===== config.mk =====
export PLATFORM = sky130hd
export DESIGN_NAME = lut_array
export DESIGN_NICKNAME = d
export VERILOG_FILES = /design/src/rtl/lut_array.sv
export SDC_FILE = /design/constraint.sdc
export NUM_CORES = 1
export LEC_CHECK = 0
export ABC_AREA = 1
export BUFFER_PORTS_ARGS = -buffer_cell sky130_fd_sc_hd__buf_4
export CORE_MARGIN = 2
export CORE_UTILIZATION = 40
export CTS_BUF_LIST = sky130_fd_sc_hd__clkbuf_4
export DETAILED_ROUTE_END_ITERATION = 10
export GPL_ROUTABILITY_DRIVEN = 0
export GPL_TIMING_DRIVEN = 0
export RECOVER_POWER = 100
export SYNTH_ARGS = -nofsm -noshare
export SYNTH_HDL_FRONTEND = slang
export SYNTH_SLANG_ARGS = --single-unit

===== constraint.sdc =====
create_clock -name clock -period 3.85 [get_ports clock]
set_input_delay 0.1925 -clock clock [delete_from_list [all_inputs] [get_ports clock]]
set_output_delay 0.1925 -clock clock [all_outputs]
set_load 0.01 [all_outputs]

===== src/rtl/lut_array.sv =====
// Runtime-programmable array of NUM_LUTS K-input LUTs, loaded over a valid/ready config stream.
// Optional macro LUT_PIPE_EN splits each lookup into two register stages (needs LUT_K >= 2).
//
// state | meaning
// IDLE  | after reset, config not yet loaded, evaluations ignored
// LOAD  | accepting config words, cfg_ready high
// RUN   | config complete, evaluations accepted
module lut_array #(
  parameter int LUT_K     = 4,
  parameter int NUM_LUTS  = 4,
  parameter int CFG_WIDTH = 8,
  localparam int LUT_SIZE   = 1 << LUT_K,
  localparam int CFG_BITS   = NUM_LUTS * LUT_SIZE,
  localparam int CFG_WORDS  = CFG_BITS / CFG_WIDTH,
  localparam int ADDR_WIDTH = (CFG_WORDS > 1) ? $clog2(CFG_WORDS) : 1
) (
  input  logic                        clock,
  input  logic                        reset,
  input  logic                        cfg_start,
  input  logic                        cfg_valid,
  input  logic [CFG_WIDTH-1:0]        cfg_data,
  output logic                        cfg_ready,
  output logic [ADDR_WIDTH-1:0]       cfg_addr,
  output logic                        cfg_done,
  input  logic                        eval_valid,
  input  logic [NUM_LUTS*LUT_K-1:0]   S,
  output logic [NUM_LUTS-1:0]         out,
  output logic                        out_valid
);

  typedef enum logic [1:0] {IDLE, LOAD, RUN} state_t;

  state_t              state;
  logic [CFG_BITS-1:0] mem;
  logic                accept;
  logic                last_word;
  logic                eval_go;
  logic [NUM_LUTS-1:0] lookup;

  // cfg_ready is high exactly in LOAD; a word arriving with cfg_start is dropped
  assign accept    = cfg_ready && cfg_valid && !cfg_start;
  assign last_word = (cfg_addr == ADDR_WIDTH'(CFG_WORDS - 1));
  assign eval_go   = (state == RUN) && eval_valid && !cfg_start;

  always_ff @(posedge clock or posedge reset) begin
    if (reset) begin
      state     <= IDLE;
      mem       <= '0;
      cfg_addr  <= '0;
      cfg_ready <= 1'b0;
      cfg_done  <= 1'b0;
    end else begin
      cfg_done <= 1'b0;
      if (cfg_start) begin
        state     <= LOAD;
        cfg_addr  <= '0;
        cfg_ready <= 1'b1;
      end else if (accept) begin
        mem[int'(cfg_addr)*CFG_WIDTH +: CFG_WIDTH] <= cfg_data;
        if (last_word) begin
          state     <= RUN;
          cfg_addr  <= '0;
          cfg_ready <= 1'b0;
          cfg_done  <= 1'b1;
        end else begin
          cfg_addr <= cfg_addr + 1'b1;
        end
      end
    end
  end

`ifdef LUT_PIPE_EN
  localparam int LO_BITS = LUT_K / 2;
  localparam int HI_BITS = LUT_K - LO_BITS;
  localparam int GROUP   = 1 << LO_BITS;

  logic [NUM_LUTS*GROUP-1:0]   grp_d, grp_q;
  logic [NUM_LUTS*LO_BITS-1:0] lo_d, lo_q;
  logic                        stage_v;

  // first stage picks the 2^LO_BITS-bit slice addressed by the upper select bits
  always_comb begin
    grp_d = '0;
    lo_d  = '0;
    for (int j = 0; j < NUM_LUTS; j++) begin
      grp_d[j*GROUP +: GROUP] =
        mem[j*LUT_SIZE + int'(S[j*LUT_K+LO_BITS +: HI_BITS])*GROUP +: GROUP];
      lo_d[j*LO_BITS +: LO_BITS] = S[j*LUT_K +: LO_BITS];
    end
  end

  always_comb begin
    lookup = '0;
    for (int j = 0; j < NUM_LUTS; j++)
      lookup[j] = grp_q[j*GROUP + int'(lo_q[j*LO_BITS +: LO_BITS])];
  end

  always_ff @(posedge clock or posedge reset) begin
    if (reset) begin
      grp_q     <= '0;
      lo_q      <= '0;
      stage_v   <= 1'b0;
      out       <= '0;
      out_valid <= 1'b0;
    end else begin
      stage_v <= eval_go;
      if (eval_go) begin
        grp_q <= grp_d;
        lo_q  <= lo_d;
      end
      // a restart or leaving RUN kills whatever sits in the first stage
      out_valid <= stage_v && (state == RUN) && !cfg_start;
      if (stage_v && (state == RUN) && !cfg_start)
        out <= lookup;
    end
  end
`else
  always_comb begin
    lookup = '0;
    for (int j = 0; j < NUM_LUTS; j++)
      lookup[j] = mem[j*LUT_SIZE + int'(S[j*LUT_K +: LUT_K])];
  end

  always_ff @(posedge clock or posedge reset) begin
    if (reset) begin
      out       <= '0;
      out_valid <= 1'b0;
    end else begin
      out_valid <= eval_go;
      if (eval_go)
        out <= lookup;
    end
  end
`endif

endmodule


Word level (Yosys, flattened, before mapping). Cells that the tools add are included.

$add $sub $neg: 5. $mul: 0. Divide/modulo/power cells: 0. Order comparisons: 4. Eq/ne operators: 2. Shift operators: 2. Multiplexer cells: 24. Bitwise logic cells: 1. Reductions and logical operators: 9.

Operators with widths (number): bitwise mux 64 bit (1); variable shift 8 x 33 -> 64 bit, first input constant (1); indexed part select 8 x 33 -> 64 bit (1); negation 6 -> 33 bit (1); binary-select mux 1 bit (select 6 bit) (3); adder 6 x 4 -> 7 bit, first input constant (2); < comparator 7 bit, second input constant (2); 2-to-1 mux 1 bit (13); 2-to-1 mux 3 bit (3); < comparator 4 x 7 -> 1 bit, second input constant (1); < comparator 6 x 7 -> 1 bit, second input constant (1); adder 5 x 4 -> 6 bit, first input constant (1); 2-to-1 mux 2 bit (3); binary-select mux 1 bit (select 4 bit) (1); logical AND 1 bit (4); AND reduction 2 bit (2); nonzero test 2 bit (2); adder 3 x 1 -> 3 bit, second input constant (1); == test 3 bit, second input constant (1); == test 2 bit, second input constant (1); logical NOT 1 bit (1); inverter 1 bit (1).

Register bits: 76. Bits in latches: 0. Bits in writable memories: 0. ROM bits: 0. Output and inout port bits: 10. Logic and storage cells: 54. Memories kept: 0.

Longest topological paths before layout.
Word-level depth: 4. Depth in mapped cells: 10. Mapped depth without buffers: 9.

Worst setup path after synthesis. OpenSTA, ideal clock, no wires.

Kind: register to register. Start point: register cfg_addr[0]. End point: register mem[33]. Arrival time: 1.894 ns. Data required time: 3.729 ns. Slack: 1.834 ns. Stages on the path, launching flop included: 10. Path buffers: 1. Clock period less this slack: 2.016 ns. Cells stage by stage: dfrtp_1 -> inv_2 -> ha_1 -> ha_1 -> inv_1 -> nor2_4 -> nand3_2 -> buf_4 -> nor2_1 -> a21oi_1.

Cells in the longest elaborated chain, start to end: 3. Elaborated cells on any way between the ends: 4. Classes of those cells: 1 x add/sub; 2 x shift; 1 x mux.

Ends and longest elaborated chain: start: declaration (RTL line 23) `output logic [ADDR_WIDTH-1:0] cfg_addr,`; start signal: assignment (RTL line 66) `cfg_addr <= cfg_addr + 1'b1;`; negation 6 -> 33 bit * (RTL line 59) `mem[int'(cfg_addr)*CFG_WIDTH +: CFG_WIDTH] <= cfg_data;`; indexed part select 8 x 33 -> 64 bit or variable shift 8 x 33 -> 64 bit (tied branches) (RTL line 59); bitwise mux 64 bit * (RTL line 59); end signal: indexed assignment (RTL line 59); end: declaration (RTL line 34) `logic [CFG_BITS-1:0] mem;`.

Every way passes the cells marked *; elsewhere a longest branch is shown, timed or not. A chain may end at the register's enable or synchronous reset.

Final worst setup path. Same ends and word-level chain as after synthesis.

==> results.md <==
* # DRC at 0
* Setup WS post-layout at roughly 1.2 ns
* Internal power at approximately 1.2 mW
* Worst Path Buf+Inv at 3
* Root Buffer: clkbuf_4
* Inserted Clock Buffers at 9
* Outcome: complete, no violations
* Worst Hold Launch: cfg_valid
* Overall global routing resource usage at 0.198
* Setup Skew at ~0.0090 ns
* Fin nets at 619
* Post-CTS Setup Inserts at 0
* Crit. Startpoint: cfg_addr[0]
* Tmin final at approximately 2.7 ns
* WL met2 at 4.29 mm
* Worst Path Max Fanout at 10
* Fill cell count at about 1000
* DIE HEIGHT at about 100 µm
* Crit. End Element: flop
* Slowest cell on the critical path: dfrtp_1
* Power, Total at around 1.8 mW
* #FFs+latches synth at between 70 and 80
* Relative slew margins at 0.0908
* Clock sink total at 75
* Highest metal used: met4
* Startpoint Class: flop
* Sw power at ~540 µW
* DRT Pass-1 Iters at 5
* Setup Slack @ Placement at between 1.5 and 2 ns
* Most frequent cells in the layout: nand2_1 (148), inv_1 (98), dfrtp_1 (75)
* Synth Net Count at 570
* Vias per cell at between 4 and 5
* Worst Hold Margin at about 0.10 ns
* Post-route cell area at about 4400 µm²
* Share of cells above drive strength 1 at 0.0918
* WP data arrival at around 3 ns
* Reg2reg start: cfg_addr[0]
* Setup CP Type: flop to flop
* Io pins at 39
* Mapped cell area at approximately 3900 µm²
* Sequential power share at 0.536
* Delay-heaviest family, CP: simple AND/OR/NAND/NOR gates
* Syn Inst Count at ~530
* Total core area at 9640 µm²
* Pwr Density at between 300 and 400 nW/µm²
* Final setup vio count at 0
* Largest net degree at the start of global routing at 58
* HPWL Detailed at 7.20 mm
* Largest stage delay on the critical path at about 0.58 ns
* Drt wl/cell at roughly 13 µm
* Worst path depth at 9
* Fin Setup TNS at 0 ns
* R2R Setup Slk at between 1 and 1.5 ns
* CTS tree: done
* Wire length on met1 at 4.33 mm
* Fin. Hold Viols at 0
* Grt ovf at 0
* Final wirelength at approximately 9.4 mm
* Met3 WL post-DR at 488 µm
* DRT iter0 DRCs at 110
* Full die area at ~11000 µm²
* Maximum VDD drop at just over 0.2 mV
* Min-delay worst type: input port to flop
* Tightest Pin Transition at about 1.4 ns
* Skew-Pair Late Insertion Delay at 0.41 ns
* Initial Utilization at 0.407
* Post-DP Area at between 4000 and 5000 µm²
* Period utilization at 0.699
* Worst setup endpoint: mem[33]
* Reg2reg end: mem[33]
* Sequential share of the synthesized area at 0.478
* First-pass GRT wire length at 16.0 mm
* RSZ-0062 raised after global routing: false
* # diodes at 0
* H-tree depth at 3
* CTS clk-pin slew, worst paths at 0.12 ns
* Vias in the first global route at roughly 3400
* Worst reg-to-reg path cell count at 9
* Max Clock Freq at ~370 MHz
* LEAKAGE at approximately 2.2 nW
* PortBufs at 35
* Area growth syn-to-layout at 12.9%
* Clock power frac at 0.266
* CP required at ~4.1 ns
* Comb pwr share at 0.199
* Row count at 36
* ANT nets after route at 0
* Crit-path cells: inv_1, ha_1, ha_1, inv_1, nor2_1, nand3_1, clkbuf_1, nor2_1, a21oi_1
* Mapped Avg Cell Area at between 7 and 8 µm²
* Total number of vias at approximately 3500
* Max Cap Violations at 0
* YS warnings at 0
* Die Width at about 100 µm
* Initial antenna violation count at 0
* Clock buffer depth at 2
* Slew Limit Fails at 0
* Switching share of power at 0.304
* Post-synth cell types at 23
* Most common cell after layout, fill and taps aside: nand2_1
==> final cells by class <==
type	instances	area, µm²	share of cell area
multi-input cells	343	1560	0.351
well taps	133	166	0.0375
inverters	101	380	0.0858
flip-flops and latches	75	1880	0.423
clock buffers	10	75.1	0.0169
clock inverters	6	56.3	0.0127
repair buffers	38	250	0.0564
plain buffers	15	70.1	0.0158
==> cells by family after synthesis <==
group                    after synthesis  share of synthesized area
flip-flops                            75                      0.478
adder cells (fa/ha/maj)                7                     0.0223
buffers and inverters                116                      0.117
AND/OR/NAND/NOR                      267                      0.293
AO/OA/AOI/OAI                         69                     0.0889
==> worst register-to-register path, delay by kind of cell (launching register included) <==
kind	cells	cell delay [ns]
AND/OR/NAND/NOR	3	0.71
AO/OA/AOI/OAI	1	0.06
adder cells (fa/ha/maj)	2	0.64
flip-flops	1	0.58
buffers and inverters	3	0.58
==> worst min path at each step <==
stage	endpoint	slack, ns	depth (start not counted)
after floorplan	state[0]	0.32	2
after global placement	state[0]	0.43	3
after detailed placement	out[2]	0.17	2
after CTS	cfg_addr[2]	0.08	4
after global routing	cfg_done	0.09	3
final	cfg_addr[2]	0.10	4
==> registers in the layout, indices dropped and copies added (netlist names) <==
signal / flops
mem: 64
out: 4
cfg_addr: 3
state: 2
cfg_done: 1
out_valid: 1
==> through the flow <==
| step | instances | utilization |
|---|---|---|
| global placement | 702 | 0.452 |
| global route | 721 | 0.460 |
| detailed placement | 703 | 0.455 |
| floorplan | 534 | - |
| CTS | 721 | 0.471 |
| finish | 721 | 0.460 |
==> synthesized netlist by cell type, drive strengths merged <==
| cell | number | share of area |
|---|---|---|
| buf | 13 | 0.019 |
| nand2 | 149 | 0.15 |
| ha | 7 | 0.022 |
| nor2 | 45 | 0.046 |
| clkbuf | 2 | 0.0019 |
| nand4 | 1 | 0.0032 |
| nor3 | 16 | 0.023 |
| a21oi | 22 | 0.028 |
| o32ai | 1 | 0.0022 |
| nand3 | 54 | 0.071 |
| dfrtp | 75 | 0.48 |
| inv | 101 | 0.097 |
| nand3b | 2 | 0.0038 |
| o21ai | 46 | 0.059 |
==> layer usage <==
metal  GRT usage  vias up
met2       0.314       89
met1       0.265     1602
li1            -     1746
met3      0.0427       22
met4      0.0779        0
met5           0        -
==> power groups by stage <==
stage / Clock, mW / Sequential [mW] / Combinational (mW)
2_1_floorplan: 0 / 0.949 / 0.267
3_3_place_gp: 0 / 0.959 / 0.357
3_5_place_dp: 0 / 0.960 / 0.370
4_1_cts: 0.489 / 0.946 / 0.372
5_1_grt: 0.528 / 0.959 / 0.413
6_report: 0.469 / 0.945 / 0.351
==> timing repair <==
| action | CTS | global route |
|---|---|---|
| hold buffers | 2 | 0 |
| hold endpoints to repair | 19 | 0 |
| resized for setup | 0 | 0 |
(Power assumes the default switching activity.)
